File: config.mk
export PLATFORM = sky130hd
export DESIGN_NAME = move_input_ctrl
export DESIGN_NICKNAME = d
export VERILOG_FILES = /design/src/rtl/move_input_ctrl.sv
export SDC_FILE = /design/constraint.sdc
export NUM_CORES = 1
export LEC_CHECK = 0
export ABC_CLOCK_PERIOD_IN_PS = 2680
export BUFFER_PORTS_ARGS = -buffer_cell sky130_fd_sc_hd__buf_4
export CORE_ASPECT_RATIO = 1.1
export CORE_UTILIZATION = 65
export CTS_BUF_LIST = sky130_fd_sc_hd__clkbuf_4 sky130_fd_sc_hd__clkbuf_8
export CTS_CLUSTER_DIAMETER = 60
export DETAILED_ROUTE_END_ITERATION = 8
export GPL_ROUTABILITY_DRIVEN = 0
export PLACE_DENSITY = 0.83
export SYNTH_ARGS = -nofsm -noshare
export SYNTH_HDL_FRONTEND = slang
export SYNTH_SLANG_ARGS = --single-unit
File: constraint.sdc
create_clock -name clk_i -period 2.68 [get_ports clk_i]
set_input_delay 0 -clock clk_i [delete_from_list [all_inputs] [get_ports clk_i]]
set_output_delay 0 -clock clk_i [all_outputs]
set_load 0.03 [all_outputs]
File: src/rtl/move_input_ctrl.sv
// move_input_ctrl: upstream input stage of the 2048 game top level.
//   Synchronises and debounces the four raw keys and the start switch. Each key press
//   becomes one direction command in a small FIFO, which drains to the control FSM
//   through a valid/ready handshake. A debounced start rising edge gives a one-cycle
//   start pulse and flushes the FIFO.
// Optional feature: define MOVE_REPEAT_EN to build key auto-repeat. While exactly one
//   key is held, it fires an extra event every REPEAT_CYCLES cycles.
// Ports:
//   clk_i          system clock, rising edge
//   rst_ni         asynchronous active-low reset
//   key_n_i[3:0]   raw keys, active-low: [3]=up [2]=down [1]=left [0]=right
//   start_sw_i     raw start switch, active-high
//   dir_ready_i    consumer takes the head command this cycle
//   dir_valid_o    FIFO non-empty
//   direction_o    one-hot head command, same bit order as key_n_i; 0 when empty
//   start_pulse_o  one-cycle pulse on the debounced start rising edge
//   overflow_o     sticky: a press was dropped because the FIFO was full
//   fifo_count_o   occupied FIFO entries
module move_input_ctrl #(
   parameter int unsigned DEBOUNCE_CYCLES = 500000,
   parameter int unsigned CNT_W           = 20,
   parameter int unsigned FIFO_DEPTH      = 4,
   parameter int unsigned REPEAT_CYCLES   = 25000000
) (
   input  logic                          clk_i,
   input  logic                          rst_ni,
   input  logic [3:0]                    key_n_i,
   input  logic                          start_sw_i,
   input  logic                          dir_ready_i,
   output logic                          dir_valid_o,
   output logic [3:0]                    direction_o,
   output logic                          start_pulse_o,
   output logic                          overflow_o,
   output logic [$clog2(FIFO_DEPTH):0]   fifo_count_o
);

   localparam int unsigned PTR_W = $clog2(FIFO_DEPTH);
   localparam logic [CNT_W-1:0] DbLast = CNT_W'(DEBOUNCE_CYCLES - 1);
   localparam logic [PTR_W:0] FullCnt = (PTR_W + 1)'(FIFO_DEPTH);

   // Synchroniser. Key stages reset to 1 (released) so reset release makes no phantom press.
   logic [4:0] sync1_q, sync2_q;
   logic [4:0] in_act;

   always_ff @(posedge clk_i or negedge rst_ni) begin
      if (!rst_ni) begin
         sync1_q <= 5'b01111;
         sync2_q <= 5'b01111;
      end else begin
         sync1_q <= {start_sw_i, key_n_i};
         sync2_q <= sync1_q;
      end
   end

   // Active-high view: [4]=start, [3:0]=key pressed.
   assign in_act = {sync2_q[4], ~sync2_q[3:0]};

   // Debounce: the stable value follows the synced value only after DEBOUNCE_CYCLES
   // consecutive cycles of disagreement.
   logic [4:0][CNT_W-1:0] cnt_q, cnt_d;
   logic [4:0]            stable_q, upd;

   always_comb begin
      cnt_d = cnt_q;
      upd   = '0;
      for (int i = 0; i < 5; i++) begin
         if (in_act[i] == stable_q[i]) begin
            cnt_d[i] = '0;
         end else if (cnt_q[i] == DbLast) begin
            upd[i]   = 1'b1;
            cnt_d[i] = '0;
         end else begin
            cnt_d[i] = cnt_q[i] + 1'b1;
         end
      end
   end

   logic [3:0] press_d, ev_d, ev_q;
   logic       start_pulse_q;

   assign press_d = upd[3:0] & in_act[3:0];

`ifdef MOVE_REPEAT_EN
   localparam int unsigned REP_W = $clog2(REPEAT_CYCLES) + 1;
   localparam logic [REP_W-1:0] RepLast = REP_W'(REPEAT_CYCLES - 1);

   logic [REP_W-1:0] rep_cnt_q, rep_cnt_d;
   logic [3:0]       rep_d;
   logic             one_key;

   assign one_key = (stable_q[3:0] != 4'd0) &&
                    ((stable_q[3:0] & (stable_q[3:0] - 4'd1)) == 4'd0);

   always_comb begin
      rep_d     = '0;
      rep_cnt_d = rep_cnt_q;
      if ((|upd) || !one_key) begin
         rep_cnt_d = '0;
      end else if (rep_cnt_q == RepLast) begin
         rep_cnt_d = '0;
         rep_d     = stable_q[3:0];
      end else begin
         rep_cnt_d = rep_cnt_q + 1'b1;
      end
   end

   always_ff @(posedge clk_i or negedge rst_ni) begin
      if (!rst_ni) rep_cnt_q <= '0;
      else         rep_cnt_q <= rep_cnt_d;
   end

   assign ev_d = press_d | rep_d;
`else
   assign ev_d = press_d;
`endif

   always_ff @(posedge clk_i or negedge rst_ni) begin
      if (!rst_ni) begin
         cnt_q         <= '0;
         stable_q      <= '0;
         ev_q          <= '0;
         start_pulse_q <= 1'b0;
      end else begin
         cnt_q         <= cnt_d;
         stable_q      <= stable_q ^ upd;
         ev_q          <= ev_d;
         start_pulse_q <= upd[4] & in_act[4];
      end
   end

   // Simultaneous events: only the highest-priority one is queued, stored as its bit index.
   logic [1:0] push_code;

   always_comb begin
      push_code = 2'd0;
      if (ev_q[3])      push_code = 2'd3;
      else if (ev_q[2]) push_code = 2'd2;
      else if (ev_q[1]) push_code = 2'd1;
   end

   // Command FIFO
   logic [FIFO_DEPTH-1:0][1:0] mem_q;
   logic [PTR_W-1:0]           wr_ptr_q, rd_ptr_q;
   logic [PTR_W:0]             count_q;
   logic                       overflow_q;
   logic                       empty, full, push_req, push, pop;

   assign empty    = (count_q == '0);
   assign full     = (count_q == FullCnt);
   assign push_req = |ev_q;
   assign pop      = !empty && dir_ready_i;
   // A pop from a full FIFO makes room in the same cycle; an empty FIFO never falls through.
   assign push     = push_req && (!full || pop);

   always_ff @(posedge clk_i or negedge rst_ni) begin
      if (!rst_ni) begin
         mem_q      <= '0;
         wr_ptr_q   <= '0;
         rd_ptr_q   <= '0;
         count_q    <= '0;
         overflow_q <= 1'b0;
      end else if (start_pulse_q) begin
         // New game: drop queued and in-flight commands.
         wr_ptr_q   <= '0;
         rd_ptr_q   <= '0;
         count_q    <= '0;
         overflow_q <= 1'b0;
      end else begin
         if (push) begin
            mem_q[wr_ptr_q] <= push_code;
            wr_ptr_q        <= wr_ptr_q + 1'b1;
         end
         if (pop) begin
            rd_ptr_q <= rd_ptr_q + 1'b1;
         end
         if (push && !pop)      count_q <= count_q + 1'b1;
         else if (!push && pop) count_q <= count_q - 1'b1;
         if (push_req && full && !pop) overflow_q <= 1'b1;
      end
   end

   assign dir_valid_o   = !empty;
   assign direction_o   = empty ? 4'b0000 : (4'b0001 << mem_q[rd_ptr_q]);
   assign start_pulse_o = start_pulse_q;
   assign overflow_o    = overflow_q;
   assign fifo_count_o  = count_q;

endmodule

# Word level (Yosys, flattened, before mapping)

Index checks and enable logic that the tools add are counted.

Equal/unequal tests: 11
Shift-type cells: 1
Add/subtract/negate cells: 9
Reductions and logical operators: 19
Bitwise operators: 5
Magnitude comparators: 3
Muxes and demuxes: 38

Operators by type and width:

| kind                    | count |
|---|---|
| $mux W20                | 10 |
| $add A20 B1 Y20 const B | 5 |
| $eq A20 B19 Y1 const B  | 5 |
| $mux W2                 | 8 |
| $mux W1                 | 13 |
| $mux W3                 | 3 |
| $bwmux W8               | 1 |
| $logic_and A1 B1 Y1     | 7 |
| $lt A2 B3 Y1 const B    | 2 |
| $reduce_bool A2 Y1      | 3 |
| $eq A1 B1 Y1            | 5 |
| $xor A5 B5 Y5           | 1 |
| $add A2 B1 Y2 const B   | 2 |
| $and A4 B4 Y4           | 1 |
| $bmux W2 S2             | 1 |
| $demux W2 S2            | 1 |
| $logic_not A1 Y1        | 4 |
| $mux W4                 | 1 |
| $not A4 Y4              | 1 |
| $reduce_or A4 Y1        | 1 |
| $shl A1 B2 Y4 const A   | 1 |
| $add A3 B1 Y3 const B   | 1 |
| $eq A3 B3 Y1 const B    | 1 |
| $logic_not A3 Y1        | 1 |
| 7 further kinds         | 7 |

Register bits after elaboration: 136
Output and inout port bits: 10
Word-level logic and storage cells: 104

# Longest topological paths before layout

Gate-level depths: netlist of the first run.

Depth after elaboration: 10
Mapped depth: 7
Depth with buffers taken out: 6

# Worst setup path after synthesis of the first run

No wires, ideal clock.

Kind: flip-flop to flip-flop
Start: reg count_q[0] (netlist: fifo_count_o[0])
End: reg count_q[2] (netlist: fifo_count_o[2])
Cell stages (with the launch flop): 8
Setup slack: 66 ps
Required time: 2545 ps
Period minus slack after synthesis: 2614 ps
Arrival: 2480 ps
Path through: dfrtp_1 -> clkbuf_1 -> nor4b_1 -> nor3_1 -> fa_1 -> or3_1 -> a31oi_1 -> a21oi_1

Word-level cells in the longest chain between the ends: 8
Elaborated cells on any way between the ends: 17
Those cells by class: add/sub (2); eq/ne (1); mux (3); reduce/logical (11)

RTL lines:

| element                                                               | line | source |
|---|---|---|
| from (decl)                                                           | 144  | `logic [PTR_W:0] count_q;` |
| from (signal assigned)                                                | 176  | `if (push && !pop) count_q <= count_q + 1'b1;` |
| from (signal assigned)                                                | 177  | `else if (!push && pop) count_q <= count_q - 1'b1;` |
| parallel branches: the longest is 8 deep, another holds $sub A3 B1 Y3 | -    |  |

Several ways; the timed one is not identified. The select of a mux whose other input is x is not followed.
A chain may end at the register's enable or synchronous reset.

# Worst setup path in the final report of the first run

Same ends and word-level chain as after synthesis.

==> impl_metrics.yaml, run 1 <==
global_routing:
  gr-total-overflow: 0
  grt_start_max_net_pins: 124
  grt_usage: 0.261
  grt_pass1_vias: 4976
  antenna_found_initial: 0
  grt_pass1_wl_mm: 22.0
worst_setup_path:
  crit_fanout: 9
  crit_path_start_kind: "register"
  arrival_ns: 2.63
  critical_path.endpoint_type: "register"
  critical-path-max-stage-delay_ns: 0.47
  crit_path_top_delay_cell: "dfrtp_1"
  cp.required_ns: 3.03
  cp_top_family: "simple AND/OR/NAND/NOR gates"
  path_buf_inv: 0
  path_cells: "nor4b_1 > nor3_1 > fa_1 > or3_1 > a21o_1 > a21oi_1"
  path_class: "reg -> reg"
clock_network:
  cts_root_buf: "clkbuf_8"
  htreeDepth: 4
  cts_buffer_depth: 2
  cts_made_buffers: 17
  path_clk_slew_ns: 0.08
  cts_sinks: 136
  cts_tree: "yes"
  clkLatencyLatePin_ns: 0.43
  cts_setup_buffers: 0
drt:
  routedWlPerCell_um: 15.2
  first_pass_iters: 7
  via_per_inst: 6.15
  ant_nets: 0
  routed_wirelength_mm: 12.4
  drc: 6
  vias: 5012
  drt_iter0_drc: 299
timing:
  relSlewSlack: 0.269
  tns_ns: 0
  tightest_slew_ns: 1.10
  fmax_mhz: 440
  rsz0062_at_grt: "false"
  slew_violations: 0
  finalCritPeriodShare: 0.848
  hold_violations: 0
  fin_worst_skew_ns: 0.0109
  final-setup-viol-count: 0
  fin_crit_ns: 2.27
layout:
  nFillCells: 682
  final_cell_mix: "dfrtp_1, nor2_1, xnor2_1"
  layout_commonest_cell: "dfrtp_1"
  finalNetCount: 700
  diodes: 0
  final_area_um2: 7370
  syn_to_final_growth_pct: 12.2
  drive_above_1_share: 0.131
run_status:
  violations: "design-rule violations"
  outcome: "finished, violations left"
place:
  io_buffers: 17
  dpl-instance-area_um2: 6850
  dp_hpwl_mm: 8.31
floorplan:
  fp.coreArea_um2: 9840
  start_util: 0.667
  die_w_um: 97.8
  die_h_um: 107
  rows: 38
  die_area_um2: 10500
  boundaryPins: 18
hold_path:
  hold_class: "in -> reg"
yosys:
  yosysSeqAreaShare: 0.520
  synth-main-ff-cell: "dfrtp_1"
  netlist_instances: 645
  async_flop_share: 1.00
  ys_ff_latch: 136
  synth_edf_count: 0
  syn_avg_cell_area_um2: 10.2
  synthDistinctLibCells: 52
  syn_area_um2: 6560
  syn_nets: 663
  yosys_warnings: 0
power_and_ir_drop:
  p_per_area_nw_per_um2: 605
  peakVddDrop_uv: 482
  leakagePower_nw: 3.00
job:
  max-cap-violations: 0
synth_stat cells (11+ instances only):
| cell | number | area, um2 |
|---|---|---|
| dfrtp_1 | 128 | 3200 |
| nor2_1 | 86 | 323 |
| xnor2_1 | 48 | 420 |
| nand2_1 | 43 | 161 |
| nand3_1 | 32 | 160 |
| a21oi_1 | 31 | 155 |
| inv_1 | 25 | 93.8 |
| or4_1 | 23 | 173 |
| nor3_1 | 22 | 110 |
| xor2_1 | 22 | 193 |
| nor4_1 | 20 | 125 |
| o31ai_1 | 19 | 143 |
| nand4_1 | 18 | 113 |
| or3_1 | 15 | 93.8 |
| o21ai_0 | 13 | 65.1 |
| clkbuf_1 | 11 | 41.3 |
routing by layer:
layer	wire length [um]	track usage	vias up
met3	473	0.0578	25
met1	5390	0.331	2457
met4	253	0.110	0
li1	-	-	2399
met2	6290	0.436	131
met5	0	0	-
stage by stage:
| step | instances | hold WS (ns) | worst slack, ns | power (W) | utilization |
|---|---|---|---|---|---|
| finish | 815 | 0.222 | 0.406 | 0.00446 | 0.748 |
| CTS | 815 | 0.186 | 0.418 | 0.00450 | 0.748 |
| detailed placement | 776 | 0.109 | 0.446 | 0.00265 | 0.696 |
| global placement | 776 | 0.108 | 0.557 | 0.00262 | 0.696 |
| global route | 815 | 0.203 | 0.228 | 0.00463 | 0.748 |
| floorplan | 645 | -0.296 | 0.0659 | 0.00248 | - |
flip-flops by register name, summed over array words and instances (netlist names), named ones only:
| name | count |
|---|---|
| sync2_q | 5 |
| fifo_count_o | 3 |
| mem_q | 8 |
| sync1_q | 5 |
| cnt_q | 100 |
| overflow_o | 1 |
| rd_ptr_q | 2 |
| start_pulse_o | 1 |
| wr_ptr_q | 2 |
| ev_q | 4 |
area by class of cell:
| class | count | area [um2] | share of cell area |
|---|---|---|---|
| flip-flops and latches | 136 | 3410 | 0.463 |
| repair buffers | 35 | 284 | 0.0386 |
| inverters | 25 | 93.8 | 0.0127 |
| clock buffers | 21 | 270 | 0.0367 |
| well taps | 120 | 150 | 0.0204 |
| multi-input cells | 467 | 2980 | 0.405 |
| clock inverters | 11 | 171 | 0.0233 |
final timing paths:
path	cells after the start	slack, ns	endpoint	start
max	6	0.41	fifo_count_o[2]$_DFFE_PN0P_	fifo_count_o[0]$_DFFE_PN0P_
min	2	0.22	sync1_q[0]$_DFF_PN1_	key_n_i[0]
max reg2reg	6	0.41	fifo_count_o[2]$_DFFE_PN0P_	fifo_count_o[0]$_DFFE_PN0P_
min reg2reg	0	0.35	sync2_q[4]$_DFF_PN0_	sync1_q[4]$_DFF_PN0_
max in group asynchronous	3	1.59	cnt_q[97]$_DFF_PN0_	rst_ni
min in group asynchronous	2	0.27	cnt_q[15]$_DFF_PN0_	rst_ni
cell families after synthesis:
family                     synth area share
buffers and inverters                0.0254
and+or+nand+nor                       0.243
xor gates and xnor gates             0.0934
AOI/OAI and AO/OA                    0.0723
adders and majority gates            0.0202
DFF                                   0.520
muxes                                0.0254
power breakdown:
group / internal, W / switching [W]
combinational: 0.000163 / 0.000239
sequential: 0.00212 / 0.0000924
clock: 0.00107 / 0.000771
what timing repair did:
item,4_1_cts,5_1_grt
resized for setup,0,0
hold buffers,7,0
hold endpoints to repair,119,0
Power figures use the tool's default switching activity.
==> run 2: changes to the inputs <==
Settings changed: ABC_AREA from default to 1, ABC_CLOCK_PERIOD_IN_PS 2680 to 2100, PLACE_DENSITY 0.83 to 0.82.
Clock period 2.68 ns to 2.1 ns, I/O delays scaled along.
==> run 2 against run 1 <==
  * The flow now finishes without violations
  * Largest cell class is now multi-input combinational cells
  * Critical path depth unchanged
  * Largest power group unchanged
  * Non-clock buffer count is 7 lower
  * Highest routed layer unchanged
  * Die area up 12%
  * Sequential cell count unchanged
  * Setup slack got worse by 0.20 ns
==> impl_metrics.yaml, run 2 <==
run_status:
  outcome: "finished clean"
clock_network:
  htreeDepth: 4
  cts_made_buffers: 17
  cts_buffer_depth: 2
  cts_hold_buf: 7
  cts_tree: "yes"
  clkLatencyLatePin_ns: 0.46
  cts_root_buf: "clkbuf_8"
  cts_setup_buffers: 0
  path_clk_slew_ns: 0.08
  cts_sinks: 136
  cts_resized: 0
worst_setup_path:
  cp.required_ns: 2.10
  crit_path_start_kind: "register"
  arrival_ns: 1.89
  path_class: "reg -> out"
  critical_path.endpoint_type: "primary output"
  crit_fanout: 8
floorplan:
  die_w_um: 104
  boundaryPins: 18
  die_h_um: 114
  die_area_um2: 11800
  start_util: 0.671
  fp.coreArea_um2: 11000
  rows: 40
global_routing:
  grt_pass1_vias: 6107
  gr-total-overflow: 0
  grt_start_max_net_pins: 66
  antenna_found_initial: 0
  grt_usage: 0.295
  grt_pass1_wl_mm: 27.6
layout:
  regMostFlops: "cnt_q"
  nFillCells: 828
  finalNetCount: 1013
  largest_reg_flops: 100
  drive_above_1_share: 0.103
  diodes: 0
  syn_to_final_growth_pct: 10.9
  final_area_um2: 8190
  largestRegisters: "cnt_q x100, mem_q x8"
  layout_commonest_cell: "nand2_1"
  final_cell_mix: "nand2_1, nor2_1, dfrtp_1"
timing:
  finalCritPeriodShare: 0.902
  rsz0062_at_grt: "false"
  tns_ns: 0
  fin_crit_ns: 1.89
  fmax_mhz: 528
  tightest_slew_ns: 0.597
  slew_violations: 0
  setup_slack_ns: 0.207
  fin_worst_skew_ns: 0.0112
  finalHoldWorstSlack_ns: 0.0836
  final-setup-viol-count: 0
  relSlewSlack: 0.602
  hold_violations: 0
yosys:
  ys_ff_latch: 136
  async_flop_share: 1.00
  synth-main-ff-cell: "dfrtp_1"
  synth_edf_count: 0
  yosys_warnings: 0
  syn_avg_cell_area_um2: 7.75
  netlist_top_cells_count: "nand2_1, nor2_1, dfrtp_1, inv_1, nand3_1"
  netlist_instances: 953
  synth_largest_area_cell: "dfrtp_1"
  yosysSeqAreaShare: 0.462
  syn_area_um2: 7380
  synthDistinctLibCells: 37
  syn_nets: 971
  yosysMostFrequentCell: "nand2_1"
  synth.top_cells.by_area: "dfrtp_1, nand2_1, nor2_1, inv_1, nand3_1"
  synth_top_area_frac: 0.434
drt:
  routedWlPerCell_um: 13.6
  vias: 6332
  drc: 0
  drt_iter0_drc: 418
  routed_wirelength_mm: 15.7
  route.met2.wl_mm: 7.27
  via_per_inst: 5.49
  ant_nets: 0
  highest_layer: "met4"
  drt-met1-wl_mm: 7.10
  dr_wl_met3_um: 956
  first_pass_iters: 5
power_and_ir_drop:
  p_per_area_nw_per_um2: 610
  leakagePower_nw: 3.41
  peakVddDrop_uv: 446
  power_w: 0.00499
place:
  pre_cts_slack_ns: 0.363
  io_buffers: 17
  dp_hpwl_mm: 11.4
  dpl-instance-area_um2: 7720
job:
  max-cap-violations: 0
hold_path:
  hold_class: "in -> async"
[run 2: worst paths after layout]
| path | start | endpoint | slack (ns) | cells after the start |
|---|---|---|---|---|
| max | rd_ptr_q[0]$_DFFE_PN0P_ | direction_o[2] | 0.21 | 6 |
| min | rst_ni | cnt_q[32]$_DFF_PN0_ | 0.08 | 2 |
| max reg2reg | fifo_count_o[1]$_DFFE_PN0P_ | fifo_count_o[1]$_DFFE_PN0P_ | 0.34 | 7 |
| min reg2reg | sync1_q[1]$_DFF_PN1_ | sync2_q[1]$_DFF_PN1_ | 0.36 | 0 |
| max in group asynchronous | rst_ni | sync2_q[2]$_DFF_PN1_ | 1.29 | 3 |
| min in group clk_i | start_sw_i | sync1_q[4]$_DFF_PN0_ | 0.19 | 2 |
[run 2: kinds of logic (layout without fill, tap and decap cells)]
family / Yosys count / after routing / synth area share
adders and majority gates: 10 / 10 / 0.0180
DFF: 136 / 136 / 0.462
and+or+nand+nor: 573 / 573 / 0.354
buffers and inverters: 124 / 178 / 0.0632
xor gates and xnor gates: 45 / 45 / 0.0534
AOI/OAI and AO/OA: 65 / 65 / 0.0495
[run 2: metrics by stage]
step / instances / utilization
final: 1154 / 0.744
after global routing: 1154 / 0.744
after CTS: 1154 / 0.744
after detailed placement: 1116 / 0.701
after global placement: 1116 / 0.701
after floorplan: 953 / -
[run 2: worst max-delay path, stage by stage, from the launching register on]
cell	delay [ns]
dfrtp_1	0.46
inv_1	0.13
nand2_1	0.06
a32oi_1	0.40
inv_1	0.11
nor2_1	0.11
buf_4	0.16
[run 2: final cells by class]
class                           instances  area [um2]  share of cell area
Clock buffer                           20         269              0.0329
Clock inverter                         11         125              0.0153
Inverter                              119         447              0.0546
Multi-Input combinational cell        693        3500               0.428
Sequential cell                       136        3410               0.417
Tap cell                              147         184              0.0225
Timing Repair Buffer                   28         244              0.0298
[run 2: power by group]
part	total [W]	switching (W)	internal, W
combinational	0.000170	0.000118	0.0000521
clock	0.00214	0.00102	0.00112
sequential	0.00268	0.0000233	0.00266
[run 2: layer usage]
metal,GRT usage,up-vias
li1,-,3158
met2,0.485,213
met1,0.380,2910
met4,0.121,0
met3,0.0703,51
met5,0,-
==> run 3: changes to the inputs <==
Settings changed: ABC_AREA 1 to default, PLACE_DENSITY 0.82 to 0.83.
==> run 3 against run 2 <==
  * The run now ends with design-rule violations left
  * Sequential power grew 6%
  * Combinational power increased to 3.2 times the previous value
  * Total power is 14% higher
  * Clock skew is 0.0016 ns lower
  * Maximum frequency is 8.1% lower
  * Die area down 11%
  * Hold slack got worse by 0.020 ns
  * Final area decreased by 8.4%
  * Via count fell by 21%
  * Largest power group unchanged
  * Highest routed layer unchanged
==> impl_metrics.yaml, run 3 (synthesis gave the netlist of run 1 again) <==
run_status:
  outcome: "finished, violations left"
  violations: "design-rule violations"
clock_network:
  path_clk_slew_ns: 0.08
  clkLatencyLatePin_ns: 0.44
  cts_root_buf: "clkbuf_8"
  cts_sinks: 136
  htreeDepth: 4
  cts_buffer_depth: 2
  cts_tree: "yes"
  cts_made_buffers: 17
worst_setup_path:
  r2r_end: "cnt_q[31]$_DFF_PN0_"
  setup.worst_path.end: "cnt_q[31]$_DFF_PN0_"
  crit_fanout: 19
  arrival_ns: 2.39
  cp.required_ns: 2.43
  critical_path.endpoint_type: "register"
  reg2reg_from: "cnt_q[32]$_DFF_PN0_"
  rr_worst_depth: 4
  crit_path_start_kind: "register"
  path_class: "reg -> reg"
  startpoint: "cnt_q[32]$_DFF_PN0_"
  rrSetupSlack_ns: 0.04
layout:
  drive_above_1_share: 0.153
  finalNetCount: 710
  layout_commonest_cell: "dfrtp_1"
  diodes: 0
  seq_area_um2: 3420
  largest_reg_flops: 100
  largestRegisters: "cnt_q x100, mem_q x8"
  final_cell_mix: "dfrtp_1, nor2_1, xnor2_1"
  utilization: 0.762
  multi_input_area_um2: 3030
  final_area_um2: 7500
  regMostFlops: "cnt_q"
  syn_to_final_growth_pct: 14.2
  nFillCells: 658
global_routing:
  grt_usage: 0.266
  grt_pass1_vias: 5041
  grt_pass1_wl_mm: 22.2
  antenna_found_initial: 0
  gr-total-overflow: 0
  grt_start_max_net_pins: 54
timing:
  relSlewSlack: 0.596
  tightest_slew_ns: 0.601
  final-setup-viol-count: 0
  hold_violations: 0
  fin_worst_skew_ns: 0.00962
  tns_ns: 0
  setup_slack_ns: 0.0390
  finalCritPeriodShare: 0.981
  fmax_mhz: 485
  fin_crit_ns: 2.06
  slew_violations: 0
drt:
  routed_wirelength_mm: 12.7
  dr_wl_met3_um: 457
  vias: 5020
  highest_layer: "met4"
  route.met2.wl_mm: 6.49
  drt_iter0_drc: 292
  routedWlPerCell_um: 15.4
  drt-met1-wl_mm: 5.50
  via_per_inst: 6.08
  first_pass_iters: 7
  ant_nets: 0
  drc: 6
floorplan:
  rows: 38
  start_util: 0.667
  die_area_um2: 10500
  die_h_um: 107
  die_w_um: 97.8
  fp.coreArea_um2: 9840
  boundaryPins: 18
job:
  max-cap-violations: 0
place:
  io_buffers: 17
  dpl-instance-area_um2: 6970
  dp_hpwl_mm: 8.65
  pre_cts_slack_ns: 0.0787
power_and_ir_drop:
  leakagePower_nw: 3.05
  p_per_area_nw_per_um2: 756
  peakVddDrop_uv: 464
hold_path:
  hold_class: "in -> async"
-- run 3: cell count changes in the layout (fill, tap and decap cells not counted), moves of 25 or more --
cell / previous run / this run
inv_1: 114 / 25
nand2_1: 190 / 43
nand3_1: 71 / 32
nand4_1: 43 / 18
nor2_1: 183 / 86
xnor2_1: 7 / 48
-- run 3: layout make-up --
type	count	area share
clock inverter	10	0.0192
timing repair buffer	45	0.0496
sequential	136	0.456
multi-input combinational	467	0.404
tap	120	0.0200
clock buffer	22	0.0387
inverter	25	0.0125
-- run 3: worst min path at each step --
stage | cells after the start | slack, ns | startpoint | to
global placement | 1 | -0.03 | rst_ni | cnt_q[18]$_DFF_PN0_
CTS | 2 | 0.07 | rst_ni | cnt_q[17]$_DFF_PN0_
detailed placement | 1 | -0.02 | rst_ni | cnt_q[17]$_DFF_PN0_
global route | 2 | 0.10 | rst_ni | cnt_q[17]$_DFF_PN0_
floorplan | 0 | -0.30 | rst_ni | asynchronous set/reset pin
finish | 2 | 0.06 | rst_ni | cnt_q[15]$_DFF_PN0_
-- run 3: metal layers --
layer | track usage | up-vias
met5 | 0 | -
met4 | 0.111 | 0
met3 | 0.0552 | 31
met2 | 0.461 | 117
met1 | 0.324 | 2470
li1 | - | 2402
-- run 3: critical path: stages, from the launching register on --
cell	delay, ns
dfrtp_1	0.43
or4b_2	0.67
nor4_1	0.38
a31o_4	0.38
nor2_1	0.09
-- run 3: power breakdown --
part | leakage [nW] | switching, W | internal, W | total (W)
combinational | 1.02 | 0.000308 | 0.000233 | 0.000541
clock | 0.200 | 0.000991 | 0.00130 | 0.00229
sequential | 1.83 | 0.000127 | 0.00271 | 0.00284
total | 3.05 | 0.00143 | 0.00424 | 0.00567
-- run 3: timing repair --
item                                    CTS  global route
setup buffers                             0             1
endpoints found under the setup margin    0            23
resized for setup                         0             3
endpoints found under the hold margin   134             0
hold buffers                              7             0
-- run 3: metrics by stage --
step / hold WS [ns] / std cells / total power (W)
after floorplan: -0.296 / 645 / 0.00321
after CTS: 0.0733 / 824 / 0.00569
after global routing: 0.100 / 825 / 0.00589
after global placement: -0.0280 / 785 / 0.00338
final: 0.0640 / 825 / 0.00567
after detailed placement: -0.0210 / 785 / 0.00341
